<file path="src/rtl/decode_pkg.sv">
// Shared definitions for the decode RAM write stage.
// bank_addr forms a RAM address with the bank select above the in-bank offset.
package decode_pkg;

  localparam int ASIZE_DEF = 10;
  localparam int BANK_AW   = ASIZE_DEF - 1;

  function automatic logic [31:0] bank_addr(input logic bank, input logic [31:0] offset, input int aw);
    return ({31'b0, bank} << aw) | offset;
  endfunction

endpackage

</file>
<file path="src/rtl/decode_frame_loader.sv">
// Ping-pong frame writer for the decode RAM: packs a valid/ready word stream into two banks
// and hands each closed frame (bank, length) to the downstream reader.
module decode_frame_loader
  import decode_pkg::*;
#(
  parameter int DSIZE     = 8,
  parameter int ASIZE     = 10,
  parameter int FRAME_LEN = 2 ** (ASIZE - 1)
) (
  input  logic             clk,
  input  logic             rst,
  input  logic [DSIZE-1:0] s_data,
  input  logic             s_valid,
  input  logic             s_last,
  output logic             s_ready,
  output logic [ASIZE-1:0] addrc,
  output logic [DSIZE-1:0] dinc,
  output logic             wec,
  output logic             frame_valid,
  output logic             rd_bank,
  output logic [ASIZE-1:0] frame_len,
  input  logic             frame_release
);

  localparam int BW = ASIZE - 1;

  logic             wr_bank_q, wr_bank_d;
  logic             rd_bank_q, rd_bank_d;
  logic [BW-1:0]    wr_ptr_q, wr_ptr_d;
  logic [1:0]       bank_full_q, bank_full_d;
  logic [ASIZE-1:0] len_q [2];
  logic [ASIZE-1:0] len_d [2];
  logic             frame_valid_q, frame_valid_d;
  logic [ASIZE-1:0] addrc_q, addrc_d;
  logic [DSIZE-1:0] dinc_q, dinc_d;
  logic             wec_q, wec_d;

  logic accept;
  logic close;
  logic rel_fire;

  assign s_ready  = ~rst & ~bank_full_q[wr_bank_q];
  assign accept   = s_valid & s_ready;
  assign close    = accept & (s_last | (wr_ptr_q == BW'(FRAME_LEN - 1)));
  assign rel_fire = frame_release & frame_valid_q;

  always_comb begin
    wr_bank_d     = wr_bank_q;
    rd_bank_d     = rd_bank_q;
    wr_ptr_d      = wr_ptr_q;
    bank_full_d   = bank_full_q;
    len_d         = len_q;
    addrc_d       = addrc_q;
    dinc_d        = dinc_q;
    wec_d         = 1'b0;
    // Presentation lags a close by one edge, so the final RAM write lands before the reader starts.
    frame_valid_d = bank_full_q[rd_bank_q] & ~frame_release;

    if (accept) begin
      addrc_d = ASIZE'(bank_addr(wr_bank_q, 32'(wr_ptr_q), BW));
      dinc_d  = s_data;
      wec_d   = 1'b1;
      if (close) begin
        bank_full_d[wr_bank_q] = 1'b1;
        len_d[wr_bank_q]       = ASIZE'({1'b0, wr_ptr_q}) + ASIZE'(1);
        wr_bank_d              = ~wr_bank_q;
        wr_ptr_d               = '0;
      end else begin
        wr_ptr_d = wr_ptr_q + BW'(1);
      end
    end

    // A release always targets the bank opposite any concurrent close, so both updates can apply.
    if (rel_fire) begin
      bank_full_d[rd_bank_q] = 1'b0;
      rd_bank_d              = ~rd_bank_q;
    end
  end

  always_ff @(posedge clk) begin
    if (rst) begin
      wr_bank_q     <= 1'b0;
      rd_bank_q     <= 1'b0;
      wr_ptr_q      <= '0;
      bank_full_q   <= 2'b00;
      len_q[0]      <= '0;
      len_q[1]      <= '0;
      frame_valid_q <= 1'b0;
      addrc_q       <= '0;
      dinc_q        <= '0;
      wec_q         <= 1'b0;
    end else begin
      wr_bank_q     <= wr_bank_d;
      rd_bank_q     <= rd_bank_d;
      wr_ptr_q      <= wr_ptr_d;
      bank_full_q   <= bank_full_d;
      len_q[0]      <= len_d[0];
      len_q[1]      <= len_d[1];
      frame_valid_q <= frame_valid_d;
      addrc_q       <= addrc_d;
      dinc_q        <= dinc_d;
      wec_q         <= wec_d;
    end
  end

  assign addrc       = addrc_q;
  assign dinc        = dinc_q;
  assign wec         = wec_q;
  assign frame_valid = frame_valid_q;
  assign rd_bank     = rd_bank_q;
  assign frame_len   = len_q[rd_bank_q];

endmodule
</file>
<file path="config.mk">
export PLATFORM = sky130hd
export DESIGN_NAME = decode_frame_loader
export DESIGN_NICKNAME = d
export VERILOG_FILES = /design/src/rtl/decode_pkg.sv /design/src/rtl/decode_frame_loader.sv
export SDC_FILE = /design/constraint.sdc
export NUM_CORES = 1
export LEC_CHECK = 0
export CAP_MARGIN = 15
export CORE_AREA = 5 5 75 77
export CTS_BUF_LIST = sky130_fd_sc_hd__clkbuf_16
export CTS_CLUSTER_SIZE = 40
export DETAILED_ROUTE_END_ITERATION = 10
export DIE_AREA = 0 0 80 82
export PLACE_DENSITY = 0.78
export SKIP_CTS_REPAIR_TIMING = 1
export SYNTH_ARGS = -nofsm -noshare
export SYNTH_HDL_FRONTEND = slang
export SYNTH_SLANG_ARGS = --single-unit
</file>
<file path="constraint.sdc">
create_clock -name clk -period 2.8 [get_ports clk]
set_input_delay 0.56 -clock clk [delete_from_list [all_inputs] [get_ports clk]]
set_output_delay 0.56 -clock clk [all_outputs]
set_load 0.05 [all_outputs]
</file>
Yosys cells after proc, flatten, opt, wreduce, memory -nomap -nowiden
Cells that the tools add are included.
{ "word_totals": {"reg_bits": 53, "in_bits": 13, "output_inout_bits": 32, "elab_cells": 60} }
{ "classes": {"addsub": 2, "n_lt_le_gt_ge": 7, "n_eq_ne": 1, "muxes": 19, "bitwise": 17, "n_reduce_logical": 4} }
{ "ops": {"columns": ["operator", "count"], "rows": [
  ["$mux 10", 4],
  ["$bwmux 20", 1],
  ["$add 9x1->10 const B", 1],
  ["$demux 10 s1", 1],
  ["$or 10x9->10", 1],
  ["$add 9x1->9 const B", 1],
  ["$eq 9x9->1 const B", 1],
  ["$mux 9", 1],
  ["$mux 1", 7],
  ["$mux 2", 3],
  ["$and 1x1->1", 5],
  ["$not 1->1", 5],
  ["$ge 2x2->1 const B", 2],
  ["$lt 1x2->1 const B", 2],
  ["$not 1->2", 2],
  ["$logic_and 1x1->1", 3],
  ["$and 2x2->2", 1],
  ["$demux 1 s1", 2],
  ["$ge 1x1->1 const B", 2],
  ["$lt 2x1->1 const B", 1],
  ["$not 2->2", 1],
  ["$or 2x2->2", 1],
  ["$reduce_and 2->1", 1],
  ["$or 1x1->1", 1]
]} }

Logic depth before layout (Yosys ltp)
Gate-level depths: netlist (run 1).
{ "depth": {"ltp_word": 10, "mapped_depth": 9, "ltp_nobuf": 7} }

Worst setup path before layout (run 1)
No wires, ideal clock.
{ "synth_path": {"kind": "register -> output", "startpoint": "register wr_bank_q", "endpoint": "output port s_ready", "arrival_ps": 1653, "t_required_ps": 2240, "path_slack_ps": 587, "path_stages_with_launch": 5, "n_path_buf": 2, "path_cell_list": "dfxtp_1 > buf_2 > mux2_2 > buf_2 > nor2_1"} }
{ "synth_via": {"elab_chain_len": 4} }
{ "synth_lines": {"columns": ["item", "line", "source"], "rows": [
  ["start, declared", "decode_frame_loader.sv:27", "logic wr_bank_q, wr_bank_d;"],
  ["start signal, assigned", "decode_frame_loader.sv:93", "wr_bank_q <= wr_bank_d;"],
  ["$mux 1 (implied by the code) (2 in series)", "decode_frame_loader.sv:42", "assign s_ready = ~rst & ~bank_full_q[wr_bank_q];"],
  ["$not 1->1", "decode_frame_loader.sv:42", null],
  ["$and 1x1->1", "decode_frame_loader.sv:42", null],
  ["end, declared", "decode_frame_loader.sv:15", "output logic s_ready,"]
]} }
No other way between the ends. The select of a mux whose other input is x is not followed.

Final worst setup path (run 1)
{ "layout_path": {"startpoint": "register rd_bank_q, in the netlist rd_bank", "endpoint": "output port frame_len[6]"} }
{ "layout_via": {"elab_chain_len": 4} }
{ "layout_lines": {"columns": ["item", "line", "source"], "rows": [
  ["start, declared", "decode_frame_loader.sv:28", "logic rd_bank_q, rd_bank_d;"],
  ["start signal, assigned", "decode_frame_loader.sv:94", "rd_bank_q <= rd_bank_d;"],
  ["$not 1->2 (implied by the code)", "decode_frame_loader.sv:111", "assign frame_len = len_q[rd_bank_q];"],
  ["$mux 10 (implied by the code) (3 in series)", "decode_frame_loader.sv:111", null],
  ["end, declared", "decode_frame_loader.sv:21", "output logic [ASIZE-1:0] frame_len,"]
]} }
No other way between the ends. The select of a mux whose other input is x is not followed.

==> flow_summary.yaml, run 1 <==
run_status:
  status: "finished clean"
setup_path:
  slowest_stage: "clkdlybuf4s50_1"
  slowest_delay_ns: 0.70
  ff2ff_setup_slack_ns: 0.51
  end_kind: "output pin"
  reg2reg_depth: 8
  cp-start-kind: "flop"
  path_cells: "mux2_2 > clkdlybuf4s50_1"
  worst_ep_arrival_time_ns: 2.04
  r2r_end: "len_q[9]"
  r2r-start: "wr_ptr_q[0]"
  worst-setup-path-type: "reg -> out"
  crit_fanout: 12
  critical_path_required_ns: 2.24
grt:
  grt_pass1_wl_um: 9890
  grt_max_degree: 29
  grt_pass1_vias: 2038
  antenna_found_initial: 0
  grt-ovfl-total: 0
  grt_use_total_pct: 19.1
clocking:
  clk_pin_slew_ns: 0.06
  cts_made_buffers: 5
  clock_latency_ns: 0.29
  htreeDepth: 2
  cts.sinks: 53
  root_buffer: "clkbuf_16"
  cts_buffer_depth: 2
  cts_tree: "yes"
logic_synthesis:
  synth.net_count: 283
  synth_common_cells: "dfxtp_1 (53), a21oi_1 (28), o21ai_0 (27)"
  synth.cell_area_um2: 2390
  yosys.cell_types.count: 41
  syn_inst: 268
  synth_edf_count: 0
  yosys.area.top_type: "dfxtp_1"
  synthArstFlopShare_pct: 0
  synth_most_common_cell: "dfxtp_1"
  yosys_most_used_dff: "dfxtp_1"
  synth.area.top_cells: "dfxtp_1 (44%), a21oi_1 (5.9%), o21ai_0 (5.6%)"
  ys_seq_elements: 53
  yosys_warnings: 0
  synth_top_cell_area_share_pct: 44.3
  syn_area_per_cell_um2: 8.93
  yosysSeqAreaShare_pct: 44.3
final_layout:
  syn_to_final_growth_pct: 29.6
  nNetsFinal: 322
  multi_input_area_um2: 1220
  num_antenna_cells: 0
  fin_cells: 378
  fillers: 444
  regArea_um2: 1060
  drive_above_1_share_pct: 13.3
placed_design:
  port_buffers: 44
  dp_hpwl_um: 4120
  place.gp.congestion: 0.853
  place_inst: 370
  pre_cts_ws_ns: 0.474
detailed_routing:
  wl_per_cell_um: 15.9
  ant_nets: 0
  drtIter0Drc: 147
  routed_via_density: 5.91
  drcViolationCount: 0
  drt_pre_antenna_iters: 4
  num_vias: 2234
  wl_um: 6010
power:
  p_leak_uw: 0.00102
  p_per_area_nw_per_um2: 572
  vdd_drop_max_mv: 0.326
timing:
  slew_viol_final: 0
  holdWs_ns: 0.454
  slew_headroom_pct: 51.9
  max_freq_ghz: 0.384
  fin_crit_ns: 2.60
  rsz0062_at_grt: "no"
  finClkSkew_ns: 0.00398
  fin_setup_tns_ns: 0
  hold_viol: 0
  setup_viol: 0
  final.period_utilization_pct: 93.0
  worst_pin_slew_ns: 0.719
  worst_slack_ns: 0.197
die:
  die_w_um: 80
  io_pins: 45
  fp.dieH_um: 82
  start_util_pct: 48.4
  rows: 26
  core_area_um2: 4940
  die_area_um2: 6560
hold_path:
  min_from: "len_q[19]"
  hold_depth: 2
  min_to: "len_q[19]"
  holdCritPathClass: "reg -> reg"
flow_run:
  maxCapViolations: 0
sequential cells by signal, indices dropped and copies added (netlist names):
| signal | flops |
|---|---|
| addrc | 10 |
| wr_bank_q | 1 |
| wec | 1 |
| wr_ptr_q | 9 |
| rd_bank | 1 |
| len_q | 20 |
| bank_full_q | 2 |
| dinc | 8 |
| frame_valid | 1 |
power by group:
group | total, uW | switching [uW] | internal, uW
sequential | 783 | 12.9 | 771
combinational | 210 | 137 | 73.7
clock | 780 | 270 | 510
worst max-delay path: cells and delay by family, from the launching register on:
kind     cells  cell delay [ns]
mux          1             0.40
flops        1             0.65
buf+inv      1             0.70
metrics by stage:
stage               utilization [%]  power [uW]  cell area (um^2)
finish                         62.7        1770              3100
global route                   62.7        1830              3100
CTS                            62.7        1780              3100
global placement               58.9        1010              2910
floorplan                         -         934              2390
detailed placement             58.9        1010              2910
worst max-delay path by stage:
stage,start,endpoint,slack [ns],cells past startpoint
2_1_floorplan,wr_bank_q,s_ready,0.59,4
3_3_place_gp,rd_bank,frame_len[9],0.50,2
3_5_place_dp,rd_bank,frame_len[6],0.47,2
4_1_cts,rd_bank,frame_len[6],0.16,2
5_1_grt,rd_bank,frame_len[0],0.09,2
6_report,rd_bank,frame_len[6],0.20,2
cells in the final DEF (no fill, tap or decap), types with 6 or more instances in the layout:
master	count
dfxtp_1	53
clkdlybuf4s50_1	43
a21oi_1	28
o21ai_0	27
nand3_1	20
a31oi_1	14
buf_4	12
mux2_2	11
nand4_1	9
o31ai_1	7
o211ai_1	7
nand2_1	6
a311oi_1	6
area by class of cell:
class / instances / area share, %
well taps: 70 / 2.82
multi-input cells: 187 / 39.5
flip-flops and latches: 53 / 34.2
inverters: 5 / 0.605
clock buffers: 5 / 4.03
clock inverters: 3 / 2.10
repair buffers: 55 / 16.8
metal layers:
metal  GRT usage (%)  routed length [um]  part of all wire (%)  vias up
met1            25.7                2750                    46     1066
met5               0                   0                     0        -
met3            5.37                 394                   6.6       11
met2            29.4                2760                    46       66
met4            6.59                 103                   1.7        0
li1                -                   -                     -     1091
kinds of logic (layout without fill, tap and decap cells):
family	count (synthesis)	in the layout	synth area share, %
adders and majority gates	2	2	1.05
xor gates and xnor gates	4	4	1.46
DFF	53	53	44.3
AOI/OAI and AO/OA	99	99	25.0
and+or+nand+nor	67	67	16.5
muxes	15	15	6.85
buffers and inverters	28	68	4.81
No activity file was read; power rests on OpenSTA's default activity.
==> run 2: changes to the inputs <==
Settings changed: CAP_MARGIN 15 to default.
==> results of run 2 <==
The final DEF is identical to that of run 1; final timing and power are the same.
